File: config.mk
export PLATFORM = sky130hd
export DESIGN_NAME = sample_conditioner
export DESIGN_NICKNAME = d
export VERILOG_FILES = /design/src/rtl/sample_conditioner_pkg.sv /design/src/rtl/sample_conditioner_dc_blocker.sv /design/src/rtl/sample_conditioner.sv
export SDC_FILE = /design/constraint.sdc
export NUM_CORES = 1
export LEC_CHECK = 0
export ABC_AREA = 1
export CORE_MARGIN = 4
export CORE_UTILIZATION = 60
export DETAILED_ROUTE_END_ITERATION = 10
export PLACE_DENSITY = 0.8
export SETUP_SLACK_MARGIN = 0.5
export SYNTH_ARGS = -nofsm -noshare
export SYNTH_HDL_FRONTEND = slang
export SYNTH_SLANG_ARGS = --single-unit
File: constraint.sdc
create_clock -name clk -period 3.9 [get_ports clk]
set_input_delay 0.78 -clock clk [delete_from_list [all_inputs] [get_ports clk]]
set_output_delay 0.78 -clock clk [all_outputs]
set_load 0.01 [all_outputs]
File: src/rtl/sample_conditioner_pkg.sv
// Shared types, default widths and the saturation helper for the sample conditioner.
package sample_conditioner_pkg;

    // DC blocker mode: INIT waits for the first average to preload the integrator.
    typedef enum logic {
        INIT = 1'b0,
        RUN  = 1'b1
    } dc_state_t;

    localparam int DEF_SAMPLE_WIDTH = 12;
    localparam int DEF_DATA_W       = 8;
    localparam int DEF_DECIM_LOG2   = 2;
    localparam int DEF_DC_SHIFT     = 8;
    localparam int DEF_GAIN_SHIFT   = 0;

    // Derived widths for the default configuration.
    localparam int ACC_W = DEF_SAMPLE_WIDTH + DEF_DECIM_LOG2;
    localparam int DC_W  = DEF_SAMPLE_WIDTH + DEF_DC_SHIFT;
    localparam int AC_W  = DEF_SAMPLE_WIDTH + 1;

    // Clamp a signed value into the two's complement range of 'width' bits.
    function automatic logic signed [31:0] sat_signed(input logic signed [31:0] value,
                                                       input int width);
        logic signed [31:0] hi;
        logic signed [31:0] lo;
        hi = (32'sd1 <<< (width - 1)) - 32'sd1;
        lo = -hi - 32'sd1;
        if (value > hi) begin
            return hi;
        end else if (value < lo) begin
            return lo;
        end
        return value;
    endfunction

endpackage

File: src/rtl/sample_conditioner_dc_blocker.sv
// Leaky-integrator DC removal. The first average after reset only preloads the
// integrator; every later average produces one AC sample.
module dc_blocker
    import sample_conditioner_pkg::*;
#(
    parameter int SAMPLE_WIDTH = DEF_SAMPLE_WIDTH,
    parameter int DC_SHIFT     = DEF_DC_SHIFT
) (
    input  logic                           clk,
    input  logic                           resetn,
    input  logic [SAMPLE_WIDTH-1:0]        avg,
    input  logic                           avg_valid,
    output logic signed [SAMPLE_WIDTH:0]   ac,
    output logic                           ac_valid
);

    localparam int DC_BITS = SAMPLE_WIDTH + DC_SHIFT;

    dc_state_t                   state;
    logic [DC_BITS-1:0]          dc_acc;
    logic [SAMPLE_WIDTH-1:0]     dc_mean;
    logic signed [SAMPLE_WIDTH:0] diff;

    // Current DC estimate and the difference of the new average from it.
    always_comb begin
        dc_mean = SAMPLE_WIDTH'(dc_acc >> DC_SHIFT);
        diff    = $signed({1'b0, avg}) - $signed({1'b0, dc_mean});
    end

    // Preload on the first average, then track DC and emit the residual.
    always_ff @(posedge clk or negedge resetn) begin
        if (!resetn) begin
            state    <= INIT;
            dc_acc   <= '0;
            ac       <= '0;
            ac_valid <= 1'b0;
        end else begin
            ac_valid <= 1'b0;
            if (avg_valid) begin
                if (state == INIT) begin
                    dc_acc <= DC_BITS'(avg) << DC_SHIFT;
                    state  <= RUN;
                end else begin
                    ac       <= diff;
                    ac_valid <= 1'b1;
                    // diff is sign-extended; the sum stays non-negative.
                    dc_acc   <= dc_acc + DC_BITS'(diff);
                end
            end
        end
    end

endmodule

File: src/rtl/sample_conditioner.sv
// ADC sample conditioner: block-average decimation, DC removal, power-of-two gain,
// saturation and a single-entry valid/ready output register.
module sample_conditioner
    import sample_conditioner_pkg::*;
#(
    parameter int SAMPLE_WIDTH = DEF_SAMPLE_WIDTH,
    parameter int DATA_W       = DEF_DATA_W,
    parameter int DECIM_LOG2   = DEF_DECIM_LOG2,
    parameter int DC_SHIFT     = DEF_DC_SHIFT,
    parameter int GAIN_SHIFT   = DEF_GAIN_SHIFT
) (
    input  logic                    clk,
    input  logic                    resetn,
    input  logic [SAMPLE_WIDTH-1:0] adc_data,
    input  logic                    adc_valid,
    output logic [DATA_W-1:0]       out_sample,
    output logic                    out_valid,
    input  logic                    out_ready,
    output logic                    overrun,
    output logic [7:0]              sat_count
);

    localparam int ACC_BITS = SAMPLE_WIDTH + DECIM_LOG2;
    localparam int CNT_W    = (DECIM_LOG2 > 0) ? DECIM_LOG2 : 1;
    localparam logic [CNT_W-1:0] CNT_LAST = CNT_W'((1 << DECIM_LOG2) - 1);

    logic [ACC_BITS-1:0]          acc;
    logic [ACC_BITS-1:0]          sum;
    logic [CNT_W-1:0]             dcnt;
    logic [SAMPLE_WIDTH-1:0]      avg;
    logic                         avg_valid;
    logic signed [SAMPLE_WIDTH:0] ac;
    logic                         ac_valid;
    logic signed [31:0]           ac_wide;
    logic signed [31:0]           scaled;
    logic signed [31:0]           sat_val;
    logic                         clipped;

    // Running group sum including the current sample, and the scaled/saturated AC value.
    always_comb begin
        sum     = acc + ACC_BITS'(adc_data);
        ac_wide = 32'(ac);
        scaled  = (ac_wide <<< GAIN_SHIFT) >>> (SAMPLE_WIDTH - DATA_W);
        sat_val = sat_signed(scaled, DATA_W);
        clipped = (sat_val != scaled);
    end

    // Stage 1: accumulate strobes; the group-closing sample is part of the average.
    always_ff @(posedge clk or negedge resetn) begin
        if (!resetn) begin
            acc       <= '0;
            dcnt      <= '0;
            avg       <= '0;
            avg_valid <= 1'b0;
        end else begin
            avg_valid <= 1'b0;
            if (adc_valid) begin
                if (dcnt == CNT_LAST) begin
                    avg       <= SAMPLE_WIDTH'(sum >> DECIM_LOG2);
                    avg_valid <= 1'b1;
                    acc       <= '0;
                    dcnt      <= '0;
                end else begin
                    acc  <= sum;
                    dcnt <= dcnt + 1'b1;
                end
            end
        end
    end

    // Stage 2: DC removal.
    dc_blocker #(
        .SAMPLE_WIDTH (SAMPLE_WIDTH),
        .DC_SHIFT     (DC_SHIFT)
    ) u_dc_blocker (
        .clk       (clk),
        .resetn    (resetn),
        .avg       (avg),
        .avg_valid (avg_valid),
        .ac        (ac),
        .ac_valid  (ac_valid)
    );

    // Stage 3: output register; a new sample always wins over a pending transfer.
    always_ff @(posedge clk or negedge resetn) begin
        if (!resetn) begin
            out_sample <= '0;
            out_valid  <= 1'b0;
            overrun    <= 1'b0;
            sat_count  <= '0;
        end else begin
            if (ac_valid) begin
                out_sample <= sat_val[DATA_W-1:0];
                out_valid  <= 1'b1;
                if (out_valid && !out_ready) begin
                    overrun <= 1'b1;
                end
                if (clipped && (sat_count != 8'hFF)) begin
                    sat_count <= sat_count + 8'd1;
                end
            end else if (out_valid && out_ready) begin
                out_valid <= 1'b0;
            end
        end
    end

endmodule

# Yosys cells after proc, flatten, opt, wreduce, memory -nomap -nowiden
# Index checks and enable logic that the tools add are counted.
op_classes:
  n_addsub: 5
  order_cmp: 2
  n_eq_ne: 3
  n_mux: 14
  reduce_logical: 9
op_table:
  columns: ["op", "n"]
  rows:
  - ["$mux 32", 3]
  - ["$ne 32x9->1", 1]
  - ["$add 20x20->20", 1]
  - ["$mux 20", 1]
  - ["$add 14x12->14", 1]
  - ["$mux 14", 1]
  - ["$sub 12x12->13", 1]
  - ["$gt 9x8->1 const B", 1]
  - ["$lt 9x8->1 const B", 1]
  - ["$add 8x1->8 const B", 1]
  - ["$mux 1", 8]
  - ["$ne 8x8->1 const B", 1]
  - ["$reduce_and 2->1", 4]
  - ["$logic_and 1x1->1", 3]
  - ["$add 2x1->2 const B", 1]
  - ["$eq 2x2->1 const B", 1]
  - ["$mux 2", 1]
  - ["$reduce_bool 2->1", 1]
  - ["$logic_not 1->1", 1]
totals:
  ff_bits: 82
  output_inout_bits: 18
  elab_cells: 45

# Logic depth before layout (Yosys ltp)
# Gate-level depths: netlist of the first run.
depth:
  depth_word: 7
  mapped_depth: 22
  depth_no_buf: 22

# Modules after synthesis
# From an unflattened synthesis of the first run, not the netlist that was laid out.
unflattened:
  hier_cells: 840
  hier_area_um2: 5906.9
modules_own_cells:
  columns: ["mod", "n_inst", "cells_per_inst", "area_each_um2", "seq_area_each_um2"]
  rows:
  - ["dc_blocker", 1, 485, 3235.6, 875.8]
  - ["sample_conditioner", 1, 355, 2671.3, 1176.1]

# Least setup slack after synthesis of the first run
# Ideal clock, no wire load.
synth_timing:
  path_type: "reg-to-reg"
  startpoint: "register avg[0]"
  endpoint: "register u_dc_blocker.dc_acc[19]"
  arrival_ns: 2.679
  required_time_ns: 3.783
  slack_ns: 1.105
  path_stages_with_launch: 22
  path_buffers: 0
  path_cell_list: "dfrtp_1 inv_1 ha_1 fa_1 inv_1 nand3_1 nand2_1 nand3_1 nand3_2 inv_1 ha_1 nand2_1 inv_1 nand2_1 nor3_2 nand3_1 inv_1 nor2_1 nand2_1 nand3_1 nand2_1 nand2_1"
synth_between:
  elab_chain_cells: 3
synth_lines:
  columns: ["element", "line_no", "text"]
  rows:
  - ["start: declaration", "sample_conditioner.sv:30", "logic [SAMPLE_WIDTH-1:0] avg;"]
  - ["start signal: assignment", "sample_conditioner.sv:59", "avg <= SAMPLE_WIDTH'(sum >> DECIM_LOG2);"]
  - ["$sub 12x12->13", "sample_conditioner_dc_blocker.sv:27", "diff = $signed({1'b0, avg}) - $signed({1'b0, dc_mean});"]
  - ["net u_dc_blocker.diff[12]", "sample_conditioner_dc_blocker.sv:22", "logic signed [SAMPLE_WIDTH:0] diff;"]
  - ["$add 20x20->20", "sample_conditioner_dc_blocker.sv:47", "dc_acc <= dc_acc + DC_BITS'(diff);"]
  - ["$mux 20", "sample_conditioner_dc_blocker.sv:40", "if (state == INIT) begin"]
  - ["end signal: assignment", "sample_conditioner_dc_blocker.sv:41", "dc_acc <= DC_BITS'(avg) << DC_SHIFT;"]
  - ["end signal: assignment", "sample_conditioner_dc_blocker.sv:47", null]
  - ["end: declaration", "sample_conditioner_dc_blocker.sv:20", "logic [DC_BITS-1:0] dc_acc;"]
# The timed path passes the listed nets, and every way through them passes these cells.
# A chain may end at the register's enable or synchronous reset.

# Final worst setup path of the first run
layout_timing:
  startpoint: "register u_dc_blocker.dc_acc[12]"
  endpoint: "register u_dc_blocker.dc_acc[14]"
layout_between:
  elab_chain_cells: 3
layout_lines:
  columns: ["element", "line_no"]
  rows:
  - ["$sub 12x12->13", "sample_conditioner_dc_blocker.sv:27"]
  - ["net u_dc_blocker.diff[9]", "sample_conditioner_dc_blocker.sv:22"]
  - ["$add 20x20->20", "sample_conditioner_dc_blocker.sv:47"]
  - ["$mux 20", "sample_conditioner_dc_blocker.sv:40"]
# The timed path passes the listed nets, and every way through them passes these cells.

==> out/qor.yml, run 1 <==
setup_path:
  slowest_stage: "dfrtp_1"
  cp.arrival_ps: 3470
  critPathBufInv: 2
  crit_path_start_kind: "flip-flop"
  endpoint_kind: "flip-flop"
  max_stage_delay_ps: 410
  worstPathMaxFanout: 5
  required_ps: 4140
  cpMostUsedCell: "nand2_1"
  path_cells: "inv_1 > ha_1 > a21oi_1 > o21ai_1 > nand2_1 > nand3_1 > xor2_1 > inv_1 > ha_2 > nand2_1 > nor2_1 > nand3_1 > nand3_2 > nand2_1 > nand3_1 > nand2_1 > o21ai_1 > nand2_1"
  critPathKind: "reg2reg"
  crit_family: "simple AND/OR/NAND/NOR gates"
global_route:
  grtUsageTotal_pct: 27.3
  grt_max_degree: 79
  overflow: 0
  grt_pass1_wl_um: 24200
  grt_pass1_vias: 5099
  antenna_found_initial: 0
sta:
  worst_slew_pin_slew_ps: 1010
  min_period_over_period_pct: 82.7
  period_needed_ps: 3230
  rsz0062_at_grt: "false"
  fin_tns_setup_ps: 0
  finalClockSkew_ps: 15.7
  slew_headroom_pct: 32.9
  fmax_mhz: 310
  hold_viol_final: 0
  holdWs_ps: 485
  setup_viol: 0
  slew_viol_final: 0
route:
  drtAntennaViolNets: 0
  drt_wl_total_um: 14500
  drt-initial-drc-count: 334
  drc: 0
  via_per_inst: 5.77
  dr.pass1.iters: 5
  post_drt_wl_per_cell_um: 16.0
  vias: 5226
die:
  coreArea_um2: 8850
  start_util_pct: 62.3
  rows: 34
  die_h_um: 104
  die_w_um: 104
  fp.dieArea_um2: 10800
  pin_count: 34
clocking:
  clkSlewWorstSetupHoldPaths_ps: 90
  cts_sinks: 78
  numCtsBuffers: 9
  clk_path_buf_depth: 2
  cts_max_level: 3
  cts-root-buf: "clkbuf_8"
  cts_tree: "yes"
  clk-insertion-delay-late_ps: 360
flow_run:
  drv_cap: 0
place:
  gp_congestion: 1.03
  portBuffers: 33
  place_hpwl_um: 11000
logic_synthesis:
  yosys_warnings: 0
  synth_cell_types: 39
  ys_top_cells_by_area: "dfrtp_1 (35%), nand2_1 (17%), ha_1 (10%), inv_1 (6.0%), nand3_1 (5.0%)"
  syn-num-nets: 823
  synth_area_leader_cell: "dfrtp_1"
  ys_ff_latch: 78
  ys_seq_area_share_pct: 35.4
  synth_area_um2: 5510
  synth.avg_cell_area_um2: 7.26
  synth_cells: 759
  synth.top_cell.area_share_pct: 35.4
cells_and_area:
  final_util_pct: 70.6
  drive_gt1_share_pct: 7.64
  final_net_count: 857
  antenna_cells: 0
  final_common_cell: "nand2_1"
  layout_common_cells: "nand2_1 (242), inv_1 (87), dfrtp_1 (78), nand3_1 (53), nor2_1 (46)"
  area_delta_synth_final_pct: 13.3
min_path:
  hold_path.class: "reg2reg"
outcome:
  status: "finished, final reports clean"
[routing by layer]
| layer | routed length [um] | GRT usage (%) | vias up | share of wire [%] |
|---|---|---|---|---|
| li1 | - | - | 2547 | - |
| met1 | 6160 | 34.7 | 2440 | 42 |
| met2 | 7090 | 46.2 | 199 | 49 |
| met3 | 836 | 4.35 | 40 | 5.8 |
| met4 | 442 | 11.2 | 0 | 3.0 |
| met5 | 0 | 0 | - | 0 |
[layout make-up]
type                            count  area, um^2
Clock inverter                      7        78.8
Clock buffer                        9         124
Multi-Input combinational cell    576        3260
Sequential cell                    78        1950
Tap cell                          108         135
Timing Repair Buffer               35         343
Fill cell                         737        2600
Inverter                           93         353
[synth_stat cells]
cell type  number
clkbuf_1       10
o21ai_0        39
nor2_4          2
nor2_1         48
nor3_1          3
a211o_1         1
nand3b_1        3
xnor2_1         8
and2_1          3
nand2_2         4
o22ai_1         4
buf_2           2
clkinv_1        2
o21bai_1        4
or2_1           2
a31oi_1         1
nand3_1        55
o31ai_1         2
mux2_1          1
a21oi_2         4
a21oi_4         1
nand4_1         9
ha_1           45
o21ai_1        13
o31ai_4         1
o211ai_1        2
nand2_1       243
a21oi_1        45
dfrtp_1        78
inv_2           3
o21ai_2         1
xor2_1         17
nor3_2          2
a22o_1          2
nand3_2         3
nor2_2          1
fa_1            3
a21o_1          4
inv_1          88
[final timing paths]
| kind | start | end | slack, ps | cells past startpoint |
|---|---|---|---|---|
| setup / recovery | u_dc_blocker.dc_acc[12] | u_dc_blocker.dc_acc[14] | 670 | 18 |
| min in group asynchronous | resetn | u_dc_blocker.dc_acc[5] | 550 | 1 |
| hold / removal | u_dc_blocker.ac[9] | u_dc_blocker.ac[9] | 480 | 2 |
| max in group asynchronous | resetn | acc[6] | 2660 | 1 |
| setup reg to reg | u_dc_blocker.dc_acc[12] | u_dc_blocker.dc_acc[14] | 670 | 18 |
| hold reg to reg | u_dc_blocker.ac[9] | u_dc_blocker.ac[9] | 480 | 2 |
[through the flow]
stage / setup slack (ps) / area (um^2) / std cells
global route: 463 / 6250 / 906
detailed placement: 544 / 5930 / 888
global placement: 575 / 5930 / 888
floorplan: 1100 / 5510 / 759
finish: 673 / 6250 / 906
CTS: 529 / 6130 / 904
[state kept, by name (all words and copies together) (netlist names)]
register / count
overrun: 1
u_dc_blocker.ac: 9
dcnt: 2
out_valid: 1
avg_valid: 1
acc: 14
u_dc_blocker.ac_valid: 1
u_dc_blocker.dc_acc: 20
sat_count: 8
u_dc_blocker.state: 1
out_sample: 8
avg: 12
[timing repair]
| action | CTS | global route |
|---|---|---|
| hold buffers | 0 | 0 |
| setup buffers | 0 | 2 |
| setup endpoints to repair | 0 | 8 |
| gates resized for setup | 0 | 25 |
[worst register-to-register path, cell delays in order, from the launching register on]
cell,delay (ps)
dfrtp_1,410
inv_1,90
ha_1,350
a21oi_1,250
o21ai_1,150
nand2_1,80
nand3_1,70
xor2_1,170
inv_1,90
ha_2,390
nand2_1,140
nor2_1,180
nand3_1,110
nand3_2,150
nand2_1,90
nand3_1,70
nand2_1,70
o21ai_1,170
nand2_1,70
[logic make-up after synthesis]
group           count (synthesis)  synth area share [%]
simple gates                  378                  29.0
compound gates                124                  13.0
buf+inv                       105                  7.19
flops                          78                  35.4
fa+ha+maj                      48                  11.3
xor+xnor                       25                  3.97
mux                             1                 0.204
Power of run 1 is not shown: default switching activity piles up to over one toggle a cycle in this logic, so the estimate is an artifact.
==> inputs of run 2 (changes only) <==
--- a/config.mk
+++ b/config.mk
@@ -7,9 +7,9 @@
 export LEC_CHECK = 0
 export ABC_AREA = 1
 export CORE_MARGIN = 4
-export CORE_UTILIZATION = 60
+export CORE_UTILIZATION = 55
 export DETAILED_ROUTE_END_ITERATION = 10
-export PLACE_DENSITY = 0.8
+export PLACE_DENSITY = 0.78
 export SETUP_SLACK_MARGIN = 0.5
 export SYNTH_ARGS = -nofsm -noshare
 export SYNTH_HDL_FRONTEND = slang
==> constraint.sdc (replaced) <==
create_clock -name clk -period 2.8 [get_ports clk]
set_input_delay 0.56 -clock clk [delete_from_list [all_inputs] [get_ports clk]]
set_output_delay 0.56 -clock clk [all_outputs]
set_load 0.01 [all_outputs]
==> run 2 against run 1 <==
Effect of this change:
- sequential share of layout area shrank 7.0 points
- non-clock buffer count grew 114
- core utilization grew 12 points
- routed wire length grew 28%
- critical endpoint is now u_dc_blocker.dc_acc[15]
- register-to-register slack lost 910 ps
- die area grew 8.4%
- cell count grew 15%
- clock-buffer cell count is the same
- the run now ends with negative setup slack left
- worst hold slack lost 120 ps
- worst setup slack lost 910 ps
- global-route usage grew 2.8 points
- maximum frequency grew 6.4%
==> out/qor.yml, run 2 (synthesis results as in run 1) <==
outcome:
  status: "finished with violations"
  violations: "negative setup slack"
die:
  coreArea_um2: 9770  # +10%
  start_util_pct: 56.4  # -5.9 points
  fp.dieArea_um2: 11700  # +8.4%
  die_h_um: 108  # +4.1%
  die_w_um: 108  # +4.1%
  pin_count: 34  # unchanged
  rows: 36  # +5.9%
route:
  vias: 5975  # +14%
  drt-initial-drc-count: 512  # +53%
  drt_wl_total_um: 18600  # +28%
  drtAntennaViolNets: 0  # unchanged
  dr.pass1.iters: 5  # unchanged
  post_drt_wl_per_cell_um: 17.8  # +11%
  drc: 0  # unchanged
  via_per_inst: 5.72  # -0.88%
global_route:
  grt_pass1_vias: 5792  # +14%
  overflow: 0  # unchanged
  antenna_found_initial: 0  # unchanged
  grtUsageTotal_pct: 30.1  # +2.8 points
  grt_max_degree: 79  # unchanged
  grt_pass1_wl_um: 27500  # +14%
cells_and_area:
  final_common_cell: "nand2_1"
  layout_common_cells: "nand2_1 (208), buf_4 (108), dfrtp_1 (78), inv_1 (76), nand3_1 (39)"
  final_util_pct: 82.4  # +12 points
  antenna_cells: 0  # unchanged
  area_delta_synth_final_pct: 46.1
  largest_register: "u_dc_blocker.dc_acc"
  largest_reg_flops: 20  # unchanged
  drive_gt1_share_pct: 32.2  # +25 points
  stdcell_area_um2: 8050  # +29%
  final_net_count: 971  # +13%
  reg_top3: "u_dc_blocker.dc_acc x20, acc x14, avg x12"
  finalNonFillerCells: 1045  # +15%
sta:
  fin_tns_setup_ps: -1380  # -1380 ps
  slew_headroom_pct: 33.3  # +0.44 points
  worst_slack_ps: -234  # -907 ps
  slew_viol_final: 0  # unchanged
  min_period_over_period_pct: 108  # +26 points
  worst_slew_pin_slew_ps: 1000  # -6.54 ps
  finalClockSkew_ps: 9.88  # -5.79 ps
  rsz0062_at_grt: "true"
  fmax_mhz: 330  # +6.4%
  setup_viol: 14  # +14
  hold_viol_final: 0  # unchanged
  period_needed_ps: 3030  # -193 ps
setup_path:
  crit-reg2reg-launch: "u_dc_blocker.dc_acc[8]"
  critPathKind: "reg2reg"
  worstPathMaxFanout: 4  # -1
  cp.arrival_ps: 3280  # -190 ps
  required_ps: 3040  # -1100 ps
  endpoint_kind: "flip-flop"
  crit_path_start_kind: "flip-flop"
  startpoint: "u_dc_blocker.dc_acc[8]"
place:
  dp_cells: 990  # +11%
  gp_congestion: 0.973  # -5.3%
  place_hpwl_um: 11800  # +7.8%
  portBuffers: 33  # unchanged
  place_area_um2: 6770  # +14%
clocking:
  cts_tree: "yes"
  clk-insertion-delay-late_ps: 360  # about the same
  cts_hold_buf: 0  # unchanged
  cts_sinks: 78  # unchanged
  cts-root-buf: "clkbuf_8"
  clkSlewWorstSetupHoldPaths_ps: 90  # about the same
  cts_max_level: 3  # unchanged
  clk_path_buf_depth: 2  # unchanged
  numCtsBuffers: 9  # unchanged
min_path:
  hold_path.class: "in2async"
flow_run:
  drv_cap: 0  # unchanged
run 2: final timing paths:
check	endpoint	slack [ps]	cells after the start
max	u_dc_blocker.dc_acc[15]	-230	16
min	acc[1]	370	1
max reg2reg	u_dc_blocker.dc_acc[15]	-230	16
min reg2reg	out_sample[0]	490	2
max in group asynchronous	u_dc_blocker.dc_acc[7]	1800	1
min in group clk	out_sample[0]	490	2
run 2: final cells by class:
| class | count | area, um^2 |
|---|---|---|
| Timing Repair Buffer | 149 | 1240 |
| Clock inverter | 7 | 80.1 |
| Inverter | 93 | 358 |
| Tap cell | 133 | 166 |
| Sequential cell | 78 | 1950 |
| Multi-Input combinational cell | 576 | 4130 |
| Clock buffer | 9 | 124 |
| Fill cell | 589 | 1720 |
run 2: per-layer routing:
layer	global-route usage [%]	vias up	wire, um
li1	-	2773	-
met5	0	-	0
met2	53.9	284	9430
met3	4.78	83	1170
met4	11.1	0	916
met1	36.4	2835	7060
run 2: repair_timing:
item,CTS,global route
resized for setup,103,60
pin swaps,48,45
buffers inserted,26,13
endpoints found under the setup margin,16,23
run 2: critical path: stages, from the launching register on:
cell and delay (ps):
dfrtp_1 430, ha_4 180, fa_2 360, inv_2 90
buf_4 110, nand3_1 70, nand3_1 140, xor2_2 250
ha_4 250, nand2_2 120, inv_1 70, a21oi_2 180
nor2_1 60, nor2_1 250, a21oi_2 130, o21ai_1 150
o21ai_1 80
run 2: through the flow:
step	setup slack, ps	hold WS, ps
after floorplan	17.9	264
after global placement	-206	459
after detailed placement	-305	460
after CTS	-67.7	397
after global routing	-353	446
final	-234	367
Power of run 2 is left out for the same reason.
